===== src/rtl/fc_mac_sequencer.sv =====
// Operand/bias/write sequencer for an FP16 fully-connected layer sharing one MAC unit.
// Optional `define FC_HOLD_EN adds a hold input that stalls issue in RUN/BIAS.
module fc_mac_sequencer #(
  parameter int DATA_WIDTH = 16,
  parameter int IN_CH      = 84,
  parameter int OUT_CH     = 10,
  parameter int MAC_LAT    = 3,
  localparam int IW = (IN_CH > 1) ? $clog2(IN_CH) : 1,
  localparam int WW = (IN_CH * OUT_CH > 1) ? $clog2(IN_CH * OUT_CH) : 1,
  localparam int OW = (OUT_CH > 1) ? $clog2(OUT_CH) : 1,
  localparam int CW = $clog2(MAC_LAT + 1)
) (
  input  logic          clk,
  input  logic          reset,
  input  logic          start,
`ifdef FC_HOLD_EN
  input  logic          hold,
`endif
  output logic          busy,
  output logic          done,
  output logic          mac_valid,
  output logic          mac_first,
  output logic [IW-1:0] img_idx,
  output logic [WW-1:0] wgt_idx,
  output logic          bias_valid,
  output logic [OW-1:0] bias_idx,
  output logic          out_we,
  output logic [OW-1:0] out_idx
);

  if (MAC_LAT < 1 || DATA_WIDTH < 1) begin : g_bad_param
    $error("fc_mac_sequencer: MAC_LAT and DATA_WIDTH must be >= 1");
  end

  typedef enum logic [2:0] {
    S_IDLE, S_RUN, S_BIAS, S_DRAIN, S_WRITE, S_DONE
  } state_t;

  state_t        state_q, state_d;
  logic [IW-1:0] i_q, i_d;
  logic [OW-1:0] o_q, o_d;
  logic [WW-1:0] base_q, base_d;
  logic [CW-1:0] cnt_q, cnt_d;
  logic          stall;

`ifdef FC_HOLD_EN
  assign stall = hold;
`else
  assign stall = 1'b0;
`endif

  // NOTE: sequential state uses non-blocking assignments so every register
  // samples the pre-edge values, independent of statement order.
  always_ff @(posedge clk) begin
    if (reset) begin
      state_q <= S_IDLE;
      i_q     <= '0;
      o_q     <= '0;
      base_q  <= '0;
      cnt_q   <= '0;
    end else begin
      state_q <= state_d;
      i_q     <= i_d;
      o_q     <= o_d;
      base_q  <= base_d;
      cnt_q   <= cnt_d;
    end
  end

  // NOTE: every signal driven here gets a default first, so no path through
  // the case statement can leave one unassigned and infer a latch.
  always_comb begin
    state_d    = state_q;
    i_d        = i_q;
    o_d        = o_q;
    base_d     = base_q;
    cnt_d      = cnt_q;
    busy       = 1'b0;
    done       = 1'b0;
    mac_valid  = 1'b0;
    mac_first  = 1'b0;
    img_idx    = '0;
    wgt_idx    = '0;
    bias_valid = 1'b0;
    bias_idx   = '0;
    out_we     = 1'b0;
    out_idx    = '0;

    unique case (state_q)
      S_IDLE: begin
        if (start) begin
          state_d = S_RUN;
          i_d     = '0;
          o_d     = '0;
          base_d  = '0;
        end
      end
      S_RUN: begin
        busy = 1'b1;
        if (!stall) begin
          mac_valid = 1'b1;
          mac_first = (i_q == '0);
          img_idx   = i_q;
          // Running base replaces o*IN_CH, keeping the packed filter order.
          wgt_idx   = base_q + WW'(i_q);
          if (i_q == IW'(IN_CH - 1)) begin
            i_d     = '0;
            state_d = S_BIAS;
          end else begin
            i_d = i_q + 1'b1;
          end
        end
      end
      S_BIAS: begin
        busy = 1'b1;
        if (!stall) begin
          bias_valid = 1'b1;
          bias_idx   = o_q;
          cnt_d      = CW'(MAC_LAT);
          state_d    = S_DRAIN;
        end
      end
      S_DRAIN: begin
        busy  = 1'b1;
        cnt_d = cnt_q - 1'b1;
        if (cnt_q == CW'(1)) state_d = S_WRITE;
      end
      S_WRITE: begin
        busy    = 1'b1;
        out_we  = 1'b1;
        out_idx = o_q;
        if (o_q == OW'(OUT_CH - 1)) begin
          o_d     = '0;
          base_d  = '0;
          state_d = S_DONE;
        end else begin
          o_d     = o_q + 1'b1;
          base_d  = base_q + WW'(IN_CH);
          state_d = S_RUN;
        end
      end
      S_DONE: begin
        done    = 1'b1;
        state_d = S_IDLE;
      end
      default: state_d = S_IDLE;
    endcase
  end

endmodule

===== config.mk =====
export PLATFORM = sky130hd
export DESIGN_NAME = fc_mac_sequencer
export DESIGN_NICKNAME = d
export VERILOG_FILES = /design/src/rtl/fc_mac_sequencer.sv
export SDC_FILE = /design/constraint.sdc
export NUM_CORES = 1
export LEC_CHECK = 0
export ABC_AREA = 1
export CELL_PAD_IN_SITES_DETAIL_PLACEMENT = 2
export CELL_PAD_IN_SITES_GLOBAL_PLACEMENT = 2
export CORE_MARGIN = 2
export CORE_UTILIZATION = 29
export CTS_CLUSTER_SIZE = 24
export DETAILED_ROUTE_END_ITERATION = 8
export GPL_ROUTABILITY_DRIVEN = 1
export PLACE_DENSITY_LB_ADDON = 0.1
export SYNTH_ARGS = -nofsm -noshare
export SYNTH_HDL_FRONTEND = slang
export SYNTH_SLANG_ARGS = --single-unit

===== constraint.sdc =====
create_clock -name clk -period 4.9 [get_ports clk]
set_input_delay 1.47 -clock clk [delete_from_list [all_inputs] [get_ports clk]]
set_output_delay 1.47 -clock clk [all_outputs]
set_load 0.01 [all_outputs]

; ---- Word-level counts from Yosys, hierarchy flattened
; Cells that the tools add are included.
[totals]
ff_bits = 26
[op_classes]
add_sub_neg = 5
n_eq_ne = 11
mux = 25
reduce_logical = 9
[ops]
columns = op, n
row1 = two-way mux 10 bit, 3
row2 = two-way mux 7 bit, 3
row3 = case mux 10 bit (2 select lines), 1
row4 = two-way mux 4 bit, 4
row5 = case mux 3 bit (5 select lines), 1
row6 = case mux 7 bit (2 select lines), 1
row7 = two-way mux 3 bit, 4
row8 = adder 10 x 7 -> 10 bit, 1
row9 = "adder 10 x 7 -> 10 bit, second input constant", 1
row10 = case mux 4 bit (2 select lines), 1
row11 = "adder 7 x 1 -> 7 bit, second input constant", 1
row12 = "equality test 7 bit, second input constant", 1
row13 = logical NOT 7 bit, 1
row14 = "equality test 3 x 2 -> 1 bit, second input constant", 2
row15 = "equality test 3 bit, second input constant", 2
row16 = two-way mux 1 bit, 6
row17 = "inequality test 2 bit, second input constant", 3
row18 = nonzero test 2 bit, 3
row19 = "adder 4 x 1 -> 4 bit, second input constant", 1
row20 = "equality test 4 bit, second input constant", 1
row21 = case mux 2 bit (2 select lines), 1
row22 = AND reduction 2 bit, 2
row23 = OR reduction 4 bit, 1
row24 = "equality test 3 x 1 -> 1 bit, second input constant", 1
row25 = other kinds (4), 4

; ---- Longest topological paths before layout
; Gate-level depths: netlist of run 1.
[depth]
word_depth = 3
depth_mapped = 9
ltp_nobuf = 9

; ---- Least setup slack after synthesis of run 1
; Ideal clock, no wire load.
[synth_path]
path_type = flip-flop to output port
startpoint = reg i_q[6]
endpoint = out wgt_idx[8]
path_stages_with_launch = 7
slack_ps = 2104
n_path_buf = 0
arrival_ps = 1326
path_cell_list = dfxtp_1 > ha_1 > nand2_1 > inv_1 > o21ai_0 > nand3_1 > nor2_1
[synth_via]
elab_chain_len = 2
[synth_rtl]
columns = item, line
row1 = start: declaration, 40  ; logic [IW-1:0] i_q, i_d;
row2 = start signal: assignment, 63  ; i_q <= i_d;
row3 = adder 10 x 7 -> 10 bit, 105  ; wgt_idx = base_q + WW'(i_q);
row4 = two-way mux 10 bit, 89  ; unique case (state_q)
row5 = end: declaration, 24  ; output logic [WW-1:0] wgt_idx,
; Every way passes these cells.

; ---- Worst setup path in the final report of run 1
[layout_path]
startpoint = reg i_q[2]
endpoint = out wgt_idx[9]
; The elaborated chain is that of the path after synthesis.

==> results of run 1 <==
## where the power goes
group          total, mW  switching, mW  internal (mW)
Clock              0.181         0.0716          0.109
Sequential         0.235         0.0208          0.214
Combinational      0.262          0.169         0.0935
Total              0.679          0.261          0.417
## layout make-up
class | instances | area, sq um | share of cell area, %
well taps | 72 | 90.1 | 4.22
clock buffers | 3 | 41.3 | 1.93
flip-flops and latches | 24 | 480 | 22.5
clock inverters | 1 | 30.0 | 1.41
inverters | 37 | 139 | 6.50
multi-input cells | 204 | 1010 | 47.3
repair buffers | 35 | 345 | 16.2
## Yosys cell counts (all sizes together)
master,instances,share of area (%)
dfxtp,24,29
buf,4,1.7
nand2,71,16
inv,37,8.3
nor4,1,0.38
xor2,2,1.1
nand3b,2,0.90
nand4,4,1.5
o21ai,14,4.2
a21oi,26,8.5
a22oi,1,0.45
a21o,1,0.45
nand3,22,6.9
nor2,44,10
clkbuf,2,0.45
nor3,4,1.2
ha,11,8.3
xnor2,1,0.53
## final timing paths
| kind | from | endpoint | slack (ns) | cells after the start |
|---|---|---|---|---|
| max | i_q[2] | wgt_idx[9] | 1.12 | 10 |
| min reg2reg | cnt_q[0] | cnt_q[0] | 0.47 | 1 |
| max reg2reg | o_q[1] | o_q[3] | 3.30 | 7 |
| min | cnt_q[0] | cnt_q[0] | 0.47 | 1 |
## critical path: cells and delay by family (launching register included)
family	cells	cell delay [ns]
flops	1	0.52
buf+inv	1	0.53
fa+ha+maj	1	0.25
simple gates	8	0.73
## kinds of logic after synthesis
logic type               Yosys count
flip-flops                        24
AND/OR/NAND/NOR                  148
XOR/XNOR                           3
AO/OA/AOI/OAI                     42
adder cells (fa/ha/maj)           11
buffers and inverters             43
## stage by stage
stage               worst slack, ns  utilization (%)  power, mW  area (sq um)  hold WS, ns
finish                         1.12             38.6      0.679          2140        0.469
global route                  0.910             38.6      0.732          2140        0.497
CTS                            1.12             38.6      0.692          2140        0.476
detailed placement             1.45             37.3      0.507          2070        0.460
global placement               1.47             37.3      0.500          2070        0.452
floorplan                      2.10                -      0.406          1670        0.429
## sequential cells by signal, indices dropped and copies added, names as in the netlist
register  cells
i_q           7
state_q       3
o_q           4
base_q        8
cnt_q         2
## routing by layer
layer | GRT usage (%) | part of all wire, % | vias to the layer above
li1 | - | - | 929
met1 | 22.8 | 48 | 861
met2 | 32.1 | 49 | 13
met3 | 3.51 | 2.1 | 5
met4 | 3.56 | 0.77 | 0
met5 | 0 | 0 | -
==> flow_summary.json, run 1 <==
{
  "hold_class": "reg -> reg",
  "cts_setup_buffers": 0,
  "synth_compound_area_share_pct": 13.6,
  "netlist_area_sq_mm": 0.00167,
  "core_sq_mm": 0.00554,
  "vias": 1808,
  "synth-xor-area-share_pct": 1.58,
  "root_buffer": "clkbuf_8",
  "yosysWarnings": 0,
  "antenna_cells": 0,
  "worstPathMaxFanout": 8,
  "pin_count": 34,
  "routed_wirelength_um": 5290,
  "numCtsBuffers": 3,
  "drv_cap": 0,
  "cts_tree": "done",
  "synthSimpleGateAreaFrac_pct": 37.2,
  "grt_overflow": 0,
  "synthCells": 271,
  "dieArea_sq_mm": 0.00637,
  "antenna_found_initial": 0,
  "hold_buffers": 0,
  "first_iter_violations": 47,
  "synth_mux_area_share_pct": 0,
  "place.detailed.hpwl_um": 4120,
  "hold_violations": 0,
  "slew_viol_final": 0,
  "layout_common_cells": "nand2_1 (70), nor2_1 (42), inv_1 (33), clkdlybuf4s50_1 (33), a21oi_1 (25)",
  "start_kind": "flop",
  "synth_adder_area_share_pct": 8.26,
  "cts_resized": 0,
  "fin_tns_setup_ns": 0,
  "clk_latency_ns": 0.28,
  "cts.path.max_buffers": 2,
  "dp.cells": 372,
  "worstPathRequired_ns": 3.43,
  "layout.cells.non_filler": 376,
  "grt_pass1_vias": 1928,
  "drc_errors": 0,
  "start_util_pct": 30.1,
  "cp_common_cell": "nand2_1",
  "port_buffers": 33,
  "gr-usage-all-layers_pct": 18.1,
  "critPathKind": "reg -> out",
  "area_growth_pct": 28.2,
  "leakage_nw": 0.913,
  "clock.fmax_mhz": 265,
  "status": "finished clean",
  "period_needed_ns": 3.78,
  "fp.dieH_um": 79.8,
  "gp_congestion": 0.759,
  "crit_arrival_ns": 2.31,
  "relSlewSlack_pct": 69.9,
  "final_nets": 319,
  "htree_levels": 1,
  "ir_drop_mv": 0.211,
  "yosysSeqAreaShare_pct": 28.8,
  "ant_nets": 0,
  "synth_cell_types": 25,
  "ys_ff_latch": 24,
  "cp_slowest_cell": "clkdlybuf4s50_1",
  "first_pass_iters": 4,
  "syn_nets": 285,
  "drive_gt1_share_pct": 4.93,
  "vias_per_cell": 4.81,
  "rsz0062_at_grt": "no",
  "setup_viol": 0,
  "synth_top_family_by_area": "simple AND/OR/NAND/NOR gates",
  "nFillCells": 716,
  "final_common_cell": "nand2_1",
  "grt_max_degree": 16,
  "synth_area_per_cell_sq_um": 6.15,
  "tightest_slew_ns": 0.451,
  "drt-wirelength-per-cell_um": 14.1,
  "dieWidth_um": 79.8,
  "path_cells": "ha_1, nand2_1, nand2_1, nand2_1, nand2_1, nand2_1, nand3_1, nand2_1, nor2_1, clkdlybuf4s50_1",
  "grt_pass1_wl_um": 9220,
  "cts.clk_slew.worst_paths_ns": 0.09,
  "row_count": 27,
  "critPathMaxStageDelay_ns": 0.53,
  "crit_path_end_kind": "output pin",
  "fin_skew_ns": 0.00186,
  "fin_crit_sh_pct": 77.1,
  "cts_sinks": 24,
  "p_per_area_mw_per_mm2": 318
}
(Power assumes the default switching activity.)
==> run 2, diff against run 1 <==
--- a/config.mk
+++ b/config.mk
@@ -9,7 +9,7 @@
 export CELL_PAD_IN_SITES_DETAIL_PLACEMENT = 2
 export CELL_PAD_IN_SITES_GLOBAL_PLACEMENT = 2
 export CORE_MARGIN = 2
-export CORE_UTILIZATION = 29
+export CORE_UTILIZATION = 26
 export CTS_CLUSTER_SIZE = 24
 export DETAILED_ROUTE_END_ITERATION = 8
 export GPL_ROUTABILITY_DRIVEN = 1
==> constraint.sdc (replaced) <==
create_clock -name clk -period 3.6 [get_ports clk]
set_input_delay 1.08 -clock clk [delete_from_list [all_inputs] [get_ports clk]]
set_output_delay 1.08 -clock clk [all_outputs]
set_load 0.01 [all_outputs]
==> run 2 against run 1 <==
Effect of this change: clock-buffer cell count is 1 higher; die area is 11% higher; hold slack gained 0.0014 ns; clock skew rose by 0.0031 ns; sequential power rose by 37%; flip-flop and latch count stayed put; utilization shrank 4.6 points; global-route usage decreased by 3.0 points; register-to-register slack worse by 1.2 ns; via count did not move; total power is 28% higher; clock power increased by 4%; largest power group unchanged.
==> flow_summary.json, run 2 (same netlist as run 1, synthesis figures left out) <==
{
  "min_from": "cnt_q[1]",
  "hold_class": "reg -> reg",
  "final_common_cell": "nand2_1",
  "grt_pass1_vias": 1857,
  "drc_errors": 0,
  "clk_latency_ns": 0.27,
  "start_kind": "flop",
  "first_pass_iters": 4,
  "numCtsBuffers": 3,
  "drive_gt1_share_pct": 5.25,
  "place.detailed.hpwl_um": 4130,
  "grt_pass1_wl_um": 8780,
  "hold_violations": 0,
  "cts.clk_slew.worst_paths_ns": 0.09,
  "cts_setup_buffers": 0,
  "r2r_start": "o_q[1]",
  "relSlewSlack_pct": 70.9,
  "top_register": "base_q",
  "drt-wirelength-per-cell_um": 13.7,
  "vias_per_cell": 4.73,
  "fin_skew_ns": 0.00494,
  "critPathTopFamily": "buffers and inverters",
  "hold_ws_ns": 0.471,
  "core_sq_mm": 0.00628,
  "cts.path.max_buffers": 2,
  "cts_sinks": 24,
  "dieWidth_um": 84.1,
  "multi_input_area_sq_mm": 0.00101,
  "ant_nets": 0,
  "grt_max_degree": 16,
  "setup_viol": 0,
  "gp_congestion": 0.767,
  "leakage_nw": 0.910,
  "worstPathRequired_ns": 2.52,
  "crit_arrival_ns": 2.28,
  "antenna_cells": 0,
  "p_per_area_mw_per_mm2": 406,
  "clock.fmax_mhz": 298,
  "fin_total_pwr_mw": 0.867,
  "drv_cap": 0,
  "fin_tns_setup_ns": 0,
  "fin_crit_sh_pct": 93.4,
  "ir_drop_mv": 0.307,
  "cp_slowest_cell": "clkdlybuf4s50_1",
  "status": "finished clean",
  "routed_wirelength_um": 5220,
  "grt_overflow": 0,
  "final_nets": 320,
  "area_growth_pct": 28.1,
  "nFillCells": 813,
  "critPathKind": "reg -> out",
  "pin_count": 34,
  "gr-usage-all-layers_pct": 15.1,
  "hold_buffers": 0,
  "crit_start": "i_q[6]",
  "rsz0062_at_grt": "no",
  "critPathMaxStageDelay_ns": 0.54,
  "largest_register_ffs": 8,
  "root_buffer": "clkbuf_8",
  "cts_tree": "done",
  "start_util_pct": 26.5,
  "placed_area_sq_mm": 0.00208,
  "tightest_slew_ns": 0.436,
  "crit_path_end_kind": "output pin",
  "path_cells": "ha_1, nand2_1, inv_1, o21ai_0, a21oi_1, nor2_1, clkdlybuf4s50_1",
  "port_buffers": 33,
  "slew_viol_final": 0,
  "row_count": 29,
  "fin_area_sq_mm": 0.00213,
  "cts_resized": 0,
  "path_buf_inv": 2,
  "largestRegisters": "base_q (8), i_q (7), o_q (4)",
  "antenna_found_initial": 0,
  "worstPathMaxFanout": 6,
  "htree_levels": 1,
  "fp.dieH_um": 84.1,
  "dieArea_sq_mm": 0.00707,
  "layout_common_cells": "nand2_1 (70), nor2_1 (42), inv_1 (33), clkdlybuf4s50_1 (33), a21oi_1 (25)",
  "register_area_sq_um": 480,
  "vias": 1808,
  "first_iter_violations": 73,
  "period_needed_ns": 3.36
}
## run 2: layer usage
layer / vias to the layer above / part of all wire [%] / track usage (%)
met4: 0 / 0.46 / 2.20
met1: 862 / 49 / 18.7
met3: 2 / 1.2 / 2.67
li1: 935 / - / -
met2: 9 / 50 / 27.6
met5: - / 0 / 0
## run 2: worst register-to-register path, cell delays in order, from the launching register on
cell,delay (ns)
dfxtp_1,0.41
inv_1,0.10
ha_1,0.19
nand2_1,0.06
nor2_1,0.07
nor2_2,0.38
a21oi_1,0.13
nor3_1,0.13
## run 2: area by class of cell
| cell class | count | share of cell area, % |
|---|---|---|
| clock buffers | 4 | 2.58 |
| inverters | 37 | 6.51 |
| multi-input cells | 204 | 47.4 |
| flip-flops and latches | 24 | 22.5 |
| well taps | 77 | 4.51 |
| repair buffers | 36 | 16.5 |
## run 2: final timing paths
path / to / slack, ns / depth (start not counted)
max reg2reg: base_q[5] / 2.06 / 7
min reg2reg: cnt_q[1] / 0.47 / 2
max: wgt_idx[9] / 0.24 / 7
min: cnt_q[1] / 0.47 / 2
## run 2: where the power goes
part / switching (mW) / internal (mW) / leakage (nW) / total [mW]
sequential: 0.0294 / 0.292 / 0.194 / 0.321
clock: 0.0906 / 0.0977 / 0.0288 / 0.188
combinational: 0.225 / 0.132 / 0.687 / 0.357
total: 0.345 / 0.522 / 0.910 / 0.867
## run 2: metrics by stage
| stage | util (%) | setup slack [ns] | instances |
|---|---|---|---|
| after global routing | 34.0 | 0.0805 | 382 |
| after CTS | 34.0 | 0.207 | 382 |
| after global placement | 33.1 | 0.629 | 378 |
| after detailed placement | 33.1 | 0.517 | 378 |
| after floorplan | - | 1.19 | 271 |
| final | 34.0 | 0.239 | 382 |
==> run 3, diff against run 2 <==
--- a/config.mk
+++ b/config.mk
@@ -8,7 +8,6 @@
 export ABC_AREA = 1
 export CELL_PAD_IN_SITES_DETAIL_PLACEMENT = 2
 export CELL_PAD_IN_SITES_GLOBAL_PLACEMENT = 2
-export CORE_MARGIN = 2
 export CORE_UTILIZATION = 26
 export CTS_CLUSTER_SIZE = 24
 export DETAILED_ROUTE_END_ITERATION = 8
==> run 3 against run 2 <==
Effect of this change: combinational power is 1% higher; die area is 4.7% lower; sequential share of layout area hardly changed; hold slack hardly changed; sequential power hardly changed; flip-flop and latch count stayed put; global-route usage is 1.8 points higher; total power is 0.89% higher; clock power is 3% higher; cell area is 0.12% lower.
==> flow_summary.json, run 3 (same netlist as run 1, synthesis figures left out) <==
{
  "start_util_pct": 27.5,
  "dp.cells": 376,
  "crit_path_end_kind": "output pin",
  "p_per_area_mw_per_mm2": 410,
  "fin_skew_ns": 0.0109,
  "final_common_cell": "nand2_1",
  "worstPathMaxFanout": 8,
  "largestRegisters": "base_q (8), i_q (7), o_q (4)",
  "ir_drop_mv": 0.332,
  "final_nets": 320,
  "drc_errors": 0,
  "critPathMaxStageDelay_ns": 0.53,
  "period_needed_ns": 3.30,
  "slew_viol_final": 0,
  "port_buffers": 33,
  "htree_levels": 1,
  "ant_nets": 0,
  "vias_per_cell": 4.80,
  "worstPathRequired_ns": 2.52,
  "cp_slowest_cell": "clkdlybuf4s50_1",
  "grt_max_degree": 16,
  "status": "finished clean",
  "start_kind": "flop",
  "nFillCells": 768,
  "gp_congestion": 0.745,
  "tightest_slew_ns": 0.474,
  "gr-usage-all-layers_pct": 16.9,
  "first_pass_iters": 2,
  "post-route-util_pct": 35.2,
  "place.detailed.hpwl_um": 4130,
  "cts.path.max_buffers": 2,
  "fin_total_pwr_mw": 0.874,
  "leakage_nw": 0.910,
  "first_iter_violations": 45,
  "dieArea_sq_mm": 0.00673,
  "antenna_cells": 0,
  "root_buffer": "clkbuf_8",
  "core_sq_mm": 0.00606,
  "cts_resized": 0,
  "cts.clk_slew.worst_paths_ns": 0.09,
  "drv_cap": 0,
  "numCtsBuffers": 3,
  "drt-wirelength-per-cell_um": 13.9,
  "fin_crit_sh_pct": 91.8,
  "clock.fmax_mhz": 303,
  "row_count": 28,
  "antenna_found_initial": 0,
  "pin_count": 34,
  "cts_sinks": 24,
  "top_register": "base_q",
  "critPathKind": "reg -> out",
  "grt_pass1_wl_um": 8670,
  "cp_common_cell": "nand2_1",
  "routed_wirelength_um": 5280,
  "dieWidth_um": 82.1,
  "fp.dieH_um": 82.1,
  "grt_pass1_vias": 1836,
  "clk_latency_ns": 0.28,
  "cts_setup_buffers": 0,
  "fin_tns_setup_ns": 0,
  "fin_area_sq_mm": 0.00213,
  "placed_area_sq_mm": 0.00208,
  "cts_tree": "done",
  "grt_overflow": 0,
  "drive_gt1_share_pct": 5.25,
  "hold_buffers": 0,
  "rsz0062_at_grt": "no",
  "crit_arrival_ns": 2.22,
  "vias": 1823,
  "setup_viol": 0,
  "layout.cells.non_filler": 380,
  "path_cells": "ha_1, nand2_1, nand2_1, nand2_1, nand2_1, nand2_1, nand3_1, nand2_1, nor2_1, clkdlybuf4s50_1",
  "hold_class": "reg -> reg",
  "layout_common_cells": "nand2_1 (70), nor2_1 (42), inv_1 (33), clkdlybuf4s50_1 (33), a21oi_1 (25)",
  "hold_violations": 0,
  "largest_register_ffs": 8,
  "area_growth_pct": 27.9,
  "relSlewSlack_pct": 68.3
}
==> run 3: worst paths after layout <==
kind              slack (ns)  depth (start not counted)      from    endpoint
setup / recovery        0.30                         10    i_q[2]  wgt_idx[9]
hold / removal          0.47                          2  cnt_q[1]    cnt_q[1]
setup reg to reg        2.00                          7    o_q[1]   base_q[2]
hold reg to reg         0.47                          2  cnt_q[1]    cnt_q[1]
==> run 3: area by class of cell <==
| type | count | area (sq um) | area share (%) |
|---|---|---|---|
| timing repair buffer | 36 | 353 | 16.5 |
| inverter | 37 | 139 | 6.51 |
| clock buffer | 4 | 55.1 | 2.58 |
| multi-input combinational | 204 | 1010 | 47.4 |
| sequential | 24 | 480 | 22.5 |
| tap | 75 | 93.8 | 4.40 |
==> run 3: critical path: cells and delay by family, from the launching register on <==
kind / cells / cell delay, ns
and+or+nand+nor: 8 / 0.72
DFF: 1 / 0.48
adders and majority gates: 1 / 0.23
buffers and inverters: 1 / 0.53
==> run 3: stage by stage <==
stage | worst slack, ns | hold WS (ns)
5_1_grt | 0.0593 | 0.497
4_1_cts | 0.275 | 0.480
3_5_place_dp | 0.598 | 0.468
3_3_place_gp | 0.637 | 0.451
2_1_floorplan | 1.19 | 0.429
6_report | 0.296 | 0.470
==> run 3: layer usage <==
layer	wire length (um)	track usage, %	share of wire, %
met5	0	0	0
met4	27	2.63	0.51
met3	97	3.00	1.8
met2	2620	30.1	50
met1	2540	21.4	48
==> run 3: where the power goes <==
| group | internal, mW | total (mW) | switching, mW | leakage, nW |
|---|---|---|---|---|
| Combinational | 0.133 | 0.361 | 0.228 | 0.687 |
| Sequential | 0.292 | 0.320 | 0.0282 | 0.194 |
| Clock | 0.0979 | 0.193 | 0.0955 | 0.0288 |
| Total | 0.522 | 0.874 | 0.352 | 0.910 |
==> patch (settings of run 3) <==
Build with the macro `FC_HOLD_EN` defined.
--- a/src/rtl/fc_mac_sequencer.sv
+++ b/src/rtl/fc_mac_sequencer.sv
@@ -1,5 +1,7 @@
 // Operand/bias/write sequencer for an FP16 fully-connected layer sharing one MAC unit.
 // Optional `define FC_HOLD_EN adds a hold input that stalls issue in RUN/BIAS.
+`define FC_HOLD_EN
+
 module fc_mac_sequencer #(
   parameter int DATA_WIDTH = 16,
   parameter int IN_CH      = 84,
Interface: changed (added hold); port bits go from 34 to 35. No check against the original RTL was run, so the function may have changed too.
==> patch against run 3 <==
- worst setup slack lost 0.035 ns
- synthesized area is 8.6% higher
- total power grew 25%
- cell area grew 13%
- count of clock-buffer cells in the layout shrank 1
- sequential cell count stayed put
- combinational power is 42% higher
- wire length is 8.8% higher
- critical path depth fell by 4
- sequential power is 4% higher
- register-to-register slack worse by 0.19 ns
- critical endpoint is now wgt_idx[8]
- largest power group unchanged
- highest routed layer unchanged
==> patch: results (changes against run 3) <==
The run finished with clean final reports. The path class of the tightest hold or removal check is register to register. The leakage power is 0.00111 uW (+22%). The peak ir drop on the vdd network came to 235 uV (-29%). The DRC marker count from the first detailed-route iteration was 23 (-49%). The count of cells resized by post-cts repair came out at 1 (+1). The part of the total power dissipated in combinational logic was 0.468 (+0.055). By count the netlist is led by 66 x nand2_1, 49 x nor2_1, 42 x inv_1. The net switching power figure is 453 uW (+29%). The depth of the CTS H-tree is 1 (unchanged).

The overall track demand over capacity in global routing was 0.166 (-0.00336). The largest registers in the layout are base_q x8, i_q x7, o_q x4. The setup skew after layout is 0.00148 ns (-0.00942 ns).

The switching fraction of total power was 0.414 (+0.0120). The total nets after synthesis is 304 (+6.7%). The total placed instance area is 0.00231 sq mm (+11%).

In the post-synthesis netlist, the biggest area contributors are dfxtp_1 27%, nand2_1 14%, nor2_1 10%. The worst slack at placement came out at -0.273 ns (-0.871 ns). The synthesized-area fraction occupied by ao, oa, aoi and oai cells is 0.141 (+0.00519).

The maximum number of pins on one net before global-route repair is 15 (-1). The adder-cell share of the synthesized area came to 0.0761 (-0.00651). The total instance count after detailed placement was 408 (+8.5%). The worst-path maximum fanout was 6 (-2). The number of detailed-route iterations in the first pass came out at 4 (+2). The clock share of power is 0.227 (+0.006). The number of port buffers came out at 34 (+3.0%). The arrival time reported for the critical path endpoint is 2.26 ns (+0.04 ns). The proportion of synthesized flip-flops having asynchronous set or reset was 0 (unchanged). The non-filler instance count after layout came out at 415 (+9.2%).

In this run the critical register-to-register path is launched from state_q[2]. The tightest slew margin relative to the limit came out at 0.660 (-0.0235). The half-perimeter wire length of the detailed placement result came out at 4.50 mm (+9.1%).

The synthesized netlist cell count is 289 (+6.6%). The wire length reported by the detailed router was 5.75 mm (+8.8%). The final layout net count is 351 (+9.7%). The number of setup buffers added after CTS was 2 (+2). The number of vias per cell came out at 4.84 (+0.91%).

Broken down by cell family, the worst path's largest delay share belongs to buffers and inverters. The flip-flop count of the largest register after layout is 8 (unchanged). The layout cell share with drive strength beyond 1 came out at 0.113 (+0.0610).

The critical path startpoint is hold. The placer's final routability congestion estimate is 0.740 (-0.66%). The global-route wire length before repair is 9.76 mm (+13%). The number of library cell types mapped by synthesis was 34 (+36%).

The sequential element share of the synthesized area is 0.266 (-0.0227). The number of global-route vias before repair is 2084 (+14%). The parity-gate share of the synthesized area counting xor and xnor cells is 0.00968 (-0.00608).
## patch: final cells by class
| class | count | area [sq um] |
|---|---|---|
| fill | 839 | 4360 |
| multi-input combinational | 215 | 1120 |
| sequential | 24 | 480 |
| timing repair buffer | 45 | 448 |
| inverter | 47 | 183 |
| tap | 80 | 100 |
| clock buffer | 3 | 41.3 |
| clock inverter | 1 | 30.0 |
## patch: final timing paths
path | end | slack [ns] | depth (start not counted)
hold reg to reg | cnt_q[1] | 0.48 | 2
hold / removal | cnt_q[1] | 0.48 | 2
setup reg to reg | i_q[1] | 1.81 | 10
setup / recovery | wgt_idx[8] | 0.26 | 6
## patch: tightest hold or removal path: cells and delay by family (launching register included)
kind            cells  cell delay, ns
compound gates      1            0.07
buf+inv             1            0.07
flops               1            0.31
## patch: layer usage
layer	GRT usage	share of wire	up-vias
li1	-	-	1018
met1	0.217	0.49	953
met2	0.289	0.47	33
met3	0.0175	0.027	5
met4	0.0439	0.0089	0
met5	0	0	-
